[config.mk]
export PLATFORM = sky130hd
export DESIGN_NAME = sar_search_4bit
export DESIGN_NICKNAME = d
export VERILOG_FILES = /design/src/rtl/sar_search_4bit_pkg.sv /design/src/rtl/sar_search_4bit.sv
export SDC_FILE = /design/constraint.sdc
export NUM_CORES = 1
export LEC_CHECK = 0
export BUFFER_PORTS_ARGS = -buffer_cell sky130_fd_sc_hd__buf_2
export CORE_ASPECT_RATIO = 0.6
export CORE_UTILIZATION = 30
export CTS_BUF_LIST = sky130_fd_sc_hd__clkbuf_2 sky130_fd_sc_hd__clkbuf_4 sky130_fd_sc_hd__clkbuf_8
export CTS_CLUSTER_SIZE = 16
export DETAILED_ROUTE_END_ITERATION = 7
export HOLD_SLACK_MARGIN = 0.05
export MAX_ROUTING_LAYER = met4
export SYNTH_ARGS = -nofsm -noshare
export SYNTH_HDL_FRONTEND = slang
export SYNTH_SLANG_ARGS = --single-unit
[constraint.sdc]
create_clock -name clk -period 2 [get_ports clk]
set_clock_uncertainty 0.2 [all_clocks]
set_input_delay 0.2 -clock clk [delete_from_list [all_inputs] [get_ports clk]]
set_output_delay 0.2 -clock clk [all_outputs]
set_load 0.02 [all_outputs]
[src/rtl/sar_search_4bit_pkg.sv]
// Shared definitions for the successive-approximation search controller:
// state encodings, default trial width and the comparator response check.
package sar_search_4bit_pkg;

    // Default trial/result width; the paired comparator must match it.
    localparam int SAR_WIDTH = 4;

    // Encoding 2'd3 is unused and is decoded as IDLE by the controller.
    typedef enum logic [1:0] {
        S_IDLE = 2'd0,
        S_TRY  = 2'd1,
        S_DONE = 2'd2
    } sar_state_e;

    // A consistent comparator asserts exactly one of its three outputs.
    function automatic logic resp_onehot(input logic eq, input logic gt, input logic lt);
        logic ok;
        case ({eq, gt, lt})
            3'b100, 3'b010, 3'b001: ok = 1'b1;
            default:                ok = 1'b0;
        endcase
        return ok;
    endfunction

endpackage

[src/rtl/sar_search_4bit.sv]
// Successive-approximation search controller. Issues trial values to a
// magnitude comparator and resolves the unknown operand one bit per cycle,
// MSB first, with an early exit when the comparator reports equality.
module sar_search_4bit
    import sar_search_4bit_pkg::*;
#(
    parameter int WIDTH = SAR_WIDTH
) (
    input  logic             clk,
    input  logic             rst,
    input  logic             start,
    input  logic             cmp_equal,
    input  logic             cmp_greater,
    input  logic             cmp_lesser,
    output logic [WIDTH-1:0] trial,
    output logic             busy,
    output logic             done,
    output logic             error,
    output logic [WIDTH-1:0] result
);

    localparam int PW = (WIDTH > 1) ? $clog2(WIDTH) : 1;

    sar_state_e       state_q, state_d;
    logic [WIDTH-1:0] trial_q, trial_d;
    logic [PW-1:0]    pos_q, pos_d;
    logic [WIDTH-1:0] result_q, result_d;
    logic             error_q, error_d;
    logic [WIDTH-1:0] trial_work;
    logic             resp_ok;

    assign resp_ok = resp_onehot(cmp_equal, cmp_greater, cmp_lesser);

    // Next-state and datapath decisions; every register holds by default.
    always_comb begin
        state_d    = state_q;
        trial_d    = trial_q;
        pos_d      = pos_q;
        result_d   = result_q;
        error_d    = error_q;
        trial_work = trial_q;

        case (state_q)
            S_TRY: begin
                if (!resp_ok) begin
                    // Inconsistent comparator: abandon the search.
                    error_d  = 1'b1;
                    result_d = '0;
                    trial_d  = '0;
                    state_d  = S_DONE;
                end else if (cmp_equal) begin
                    result_d = trial_q;
                    trial_d  = '0;
                    state_d  = S_DONE;
                end else begin
                    // Target below the trial: the bit under test must be 0.
                    if (cmp_lesser) begin
                        trial_work[pos_q] = 1'b0;
                    end
                    if (pos_q != '0) begin
                        trial_work[pos_q - 1'b1] = 1'b1;
                        trial_d                  = trial_work;
                        pos_d                    = pos_q - 1'b1;
                    end else begin
                        trial_d = '0;
                        state_d = S_DONE;
                        if (cmp_lesser) begin
                            result_d = trial_work;
                        end else begin
                            // Greater with every bit already set cannot happen
                            // for a consistent comparator.
                            error_d  = 1'b1;
                            result_d = '0;
                        end
                    end
                end
            end

            S_DONE: begin
                trial_d = '0;
                state_d = S_IDLE;
            end

            default: begin
                // IDLE, and the unused encoding recovers through here.
                trial_d = '0;
                state_d = S_IDLE;
                if (start) begin
                    trial_d = {1'b1, {(WIDTH-1){1'b0}}};
                    pos_d   = PW'(WIDTH - 1);
                    error_d = 1'b0;
                    state_d = S_TRY;
                end
            end
        endcase
    end

    // State and datapath registers with synchronous reset taking priority.
    always_ff @(posedge clk) begin
        if (rst) begin
            state_q  <= S_IDLE;
            trial_q  <= '0;
            pos_q    <= '0;
            result_q <= '0;
            error_q  <= 1'b0;
        end else begin
            state_q  <= state_d;
            trial_q  <= trial_d;
            pos_q    <= pos_d;
            result_q <= result_d;
            error_q  <= error_d;
        end
    end

    assign trial  = trial_q;
    assign busy   = (state_q == S_TRY);
    assign done   = (state_q == S_DONE);
    assign error  = error_q;
    assign result = result_q;

endmodule

==> impl_metrics.prom <==
# TYPE chip_impl_metric gauge
chip_impl_info{name="status",value="finished clean"} 1
chip_impl_metric{name="drt_first_iter_violations",unit=""} 25
chip_impl_metric{name="synth.ff_latch_count",unit=""} 13
chip_impl_metric{name="cts_max_level",unit=""} 1
chip_impl_metric{name="clk_latency",unit="ns"} 0.25
chip_impl_metric{name="pre_cts_slack",unit="ns"} 0.169
chip_impl_metric{name="slew-limit-headroom",unit=""} 0.712
chip_impl_metric{name="die_boundary_height",unit="microns"} 42.7
chip_impl_metric{name="power.static_leakage",unit="nW"} 0.396
chip_impl_metric{name="worst_hold_slack",unit="ns"} 0.108
chip_impl_metric{name="final_max_slew_viol_count",unit=""} 0
chip_impl_info{name="most_common_library_cell_in_the_layout_ignoring_fill_and_taps",value="buf_2"} 1
chip_impl_metric{name="detail_route.wl_per_cell",unit="microns"} 13.0
chip_impl_metric{name="register_area",unit="sq um"} 260
chip_impl_metric{name="cts-hold-fix-buffers",unit=""} 0
chip_impl_metric{name="core_region_area",unit="sq um"} 2560
chip_impl_metric{name="asyncSetResetFlopFracSynth",unit=""} 0
chip_impl_metric{name="cap_violations",unit=""} 0
chip_impl_metric{name="antenna_violating_nets_remaining",unit=""} 0
chip_impl_info{name="dominantRegCellSynth",value="dfxtp_1"} 1
chip_impl_metric{name="drive_above_1_share",unit=""} 0.294
chip_impl_metric{name="hold_violations",unit=""} 0
chip_impl_metric{name="required",unit="ns"} 1.98
chip_impl_metric{name="viasPerCell",unit=""} 5.11
chip_impl_metric{name="finish.net_count",unit=""} 123
chip_impl_metric{name="multi_input_combinational_cell_area",unit="sq um"} 524
chip_impl_metric{name="totalWireLength",unit="microns"} 1830
chip_impl_metric{name="grtUsageTotal",unit=""} 0.138
chip_impl_info{name="worst-setup-path-type",value="reg2reg"} 1
chip_impl_metric{name="cp.arrival",unit="ns"} 1.84
chip_impl_info{name="synth_area_leaders",value="dfxtp_1 (31%), ha_1 (11%), nand2_1 (4.1%)"} 1
chip_impl_info{name="unrepaired_setup_endpoints_after_global_routing",value="false"} 1
chip_impl_metric{name="critPathMaxStageDelay",unit="ns"} 0.46
chip_impl_metric{name="final.setup.worst_slack",unit="ns"} 0.136
chip_impl_metric{name="post_cts_resize_count",unit=""} 0
chip_impl_metric{name="synth_enable_flop_cells",unit=""} 0
chip_impl_metric{name="sinks_on_the_clock_net",unit=""} 13
chip_impl_metric{name="synth_cell_types",unit=""} 36
chip_impl_info{name="critical_path.top_delay_family",value="simple AND/OR/NAND/NOR gates"} 1
chip_impl_metric{name="global_placer_s_final_weighted_congestion",unit=""} 0.897
chip_impl_metric{name="setup_viol",unit=""} 0
chip_impl_metric{name="clkSlewWorstSetupHoldPaths",unit="ns"} 0.06
chip_impl_metric{name="fp-row-count",unit=""} 14
chip_impl_metric{name="antenna_found_initial",unit=""} 0
chip_impl_metric{name="transition_time_at_the_pin_with_the_least_slew_margin",unit="ns"} 0.431
chip_impl_metric{name="share_of_the_synthesized_area_in_the_top_cell_type",unit=""} 0.314
chip_impl_metric{name="drc",unit=""} 0
chip_impl_metric{name="count_of_input_and_output_buffers",unit=""} 16
chip_impl_metric{name="estimated_wirelength_of_the_detail_placed_design",unit="microns"} 1420
chip_impl_metric{name="crit_buf_inv",unit=""} 1
chip_impl_metric{name="synth_fp_nets",unit=""} 104
chip_impl_metric{name="postSynthCellCount",unit=""} 91
chip_impl_info{name="worstPathCellList",value="inv_1 > ha_1 > nor2_1 > and3_2 > mux2i_1"} 1
chip_impl_info{name="layout.cells.most_common_list",value="buf_2 (16), dfxtp_1 (13), nand2_1 (9)"} 1
chip_impl_metric{name="diodes",unit=""} 0
chip_impl_info{name="cp-start-kind",value="register"} 1
chip_impl_metric{name="critical_path.max_fanout",unit=""} 7
chip_impl_metric{name="globalRouteOverflowTotal",unit=""} 0
chip_impl_metric{name="dr_total_vias",unit=""} 720
chip_impl_metric{name="fmaxAchievable",unit="GHz"} 0.536
chip_impl_info{name="cts_root_buf",value="clkbuf_8"} 1
chip_impl_metric{name="floorplan.initialDensity",unit=""} 0.324
chip_impl_metric{name="fin_setup_tns",unit="ns"} 0
chip_impl_metric{name="post-cts-setup-buffer-count",unit=""} 0
chip_impl_metric{name="firstDrtPassIters",unit=""} 4
chip_impl_metric{name="number_of_clock_buffers_inserted_by_tritoncts",unit=""} 3
chip_impl_metric{name="synth_warnings",unit=""} 0
chip_impl_metric{name="cts_buffer_depth",unit=""} 2
chip_impl_metric{name="power.density_cell_area",unit="nW/um^2"} 678
chip_impl_metric{name="power.ir.vdd_worst",unit="mV"} 0.309
chip_impl_info{name="cts_tree",value="yes"} 1
chip_impl_metric{name="final_period_utilization",unit=""} 0.932
chip_impl_metric{name="synth_area_per_cell",unit="sq um"} 9.10
chip_impl_metric{name="fin_crit",unit="ns"} 1.86
chip_impl_metric{name="synth.cell_area",unit="sq um"} 828
chip_impl_metric{name="die_area",unit="sq um"} 2980
chip_impl_info{name="capturing_element_type_of_the_critical_path",value="register"} 1
chip_impl_info{name="synth_largest_area_cell",value="dfxtp_1"} 1
chip_impl_metric{name="design.portCount",unit=""} 17
chip_impl_metric{name="grt_pass1_wl",unit="microns"} 3050
chip_impl_metric{name="syn2layout_area_growth",unit="%"} 20.1
chip_impl_metric{name="num-fill-cells",unit=""} 263
chip_impl_info{name="critical_path.slowest_cell",value="dfxtp_1"} 1
chip_impl_metric{name="grt_pass1_vias",unit=""} 628
chip_impl_metric{name="yosysSeqAreaShare",unit=""} 0.314
chip_impl_metric{name="die_width",unit="microns"} 69.8
chip_impl_info{name="min-delay-path-class",value="in2reg"} 1
chip_impl_metric{name="pin_count_of_the_biggest_net_entering_global_routing",unit=""} 17
synth_stat cells, types with 3 or more instances:
master    count
nand2b_1      5
nand3b_1      3
dfxtp_1      13
o21ai_0       5
nor2_1        3
nor2b_1       4
o32ai_1       3
inv_1         7
nand2_1       9
ha_1          7
where the power goes:
group	internal (mW)	switching, mW	total [mW]	leakage (nW)
clock	0.155	0.101	0.256	0.0262
sequential	0.270	0.0109	0.281	0.106
combinational	0.0554	0.0816	0.137	0.264
per-layer routing:
metal	part of all wire	up-vias	wire, microns	global-route usage
li1	-	360	-	-
met1	0.54	337	985	0.197
met2	0.38	21	691	0.177
met3	0.079	2	144	0.0618
met4	0.0044	0	8	0.0240
met5	0	-	0	-
path summary, 6_finish.rpt:
check,startpoint,endpoint,slack [ns],cells after the start
worst max-delay path,pos_q[0]$_SDFFE_PP0P_,state_q[0]$_SDFFE_PP0P_,0.14,5
worst min-delay path,start,trial[3]$_SDFF_PP0_,0.11,3
worst max register to register,pos_q[0]$_SDFFE_PP0P_,state_q[0]$_SDFFE_PP0P_,0.14,5
worst min register to register,result[1]$_SDFFE_PP0P_,result[1]$_SDFFE_PP0P_,0.27,2
layout make-up:
type	instances	area share
Multi-Input combinational cell	67	0.527
Sequential cell	13	0.262
Timing Repair Buffer	18	0.0956
Clock buffer	4	0.0491
Tap cell	32	0.0403
Inverter	7	0.0264
sequential cells by signal, indices dropped and copies added (netlist names):
signal	cells
error	1
result	4
pos_q	2
state_q	2
trial	4
worst reg2reg max path, stage by stage, from the launching register on:
cell and delay [ns]:
dfxtp_1 0.46, inv_1 0.12, ha_1 0.27, nor2_1 0.29, and3_2 0.27, mux2i_1 0.18
per-stage QoR:
stage | instance area (sq um) | instances | utilization | power (mW)
floorplan | 828 | 91 | - | 0.381
global placement | 946 | 137 | 0.370 | 0.421
detailed placement | 946 | 137 | 0.370 | 0.423
CTS | 995 | 141 | 0.389 | 0.679
global route | 995 | 141 | 0.389 | 0.714
finish | 995 | 141 | 0.389 | 0.674
cell families (layout without fill, tap and decap cells):
kind of cell | after synthesis | in the layout | synth area share
adder cells (fa/ha/maj) | 7 | 7 | 0.106
buffers and inverters | 11 | 29 | 0.0529
flip-flops | 13 | 13 | 0.314
AND/OR/NAND/NOR | 35 | 35 | 0.257
AO/OA/AOI/OAI | 21 | 21 | 0.216
multiplexers | 2 | 2 | 0.0242
XOR/XNOR | 2 | 2 | 0.0302
Power figures use the tool's default switching activity.
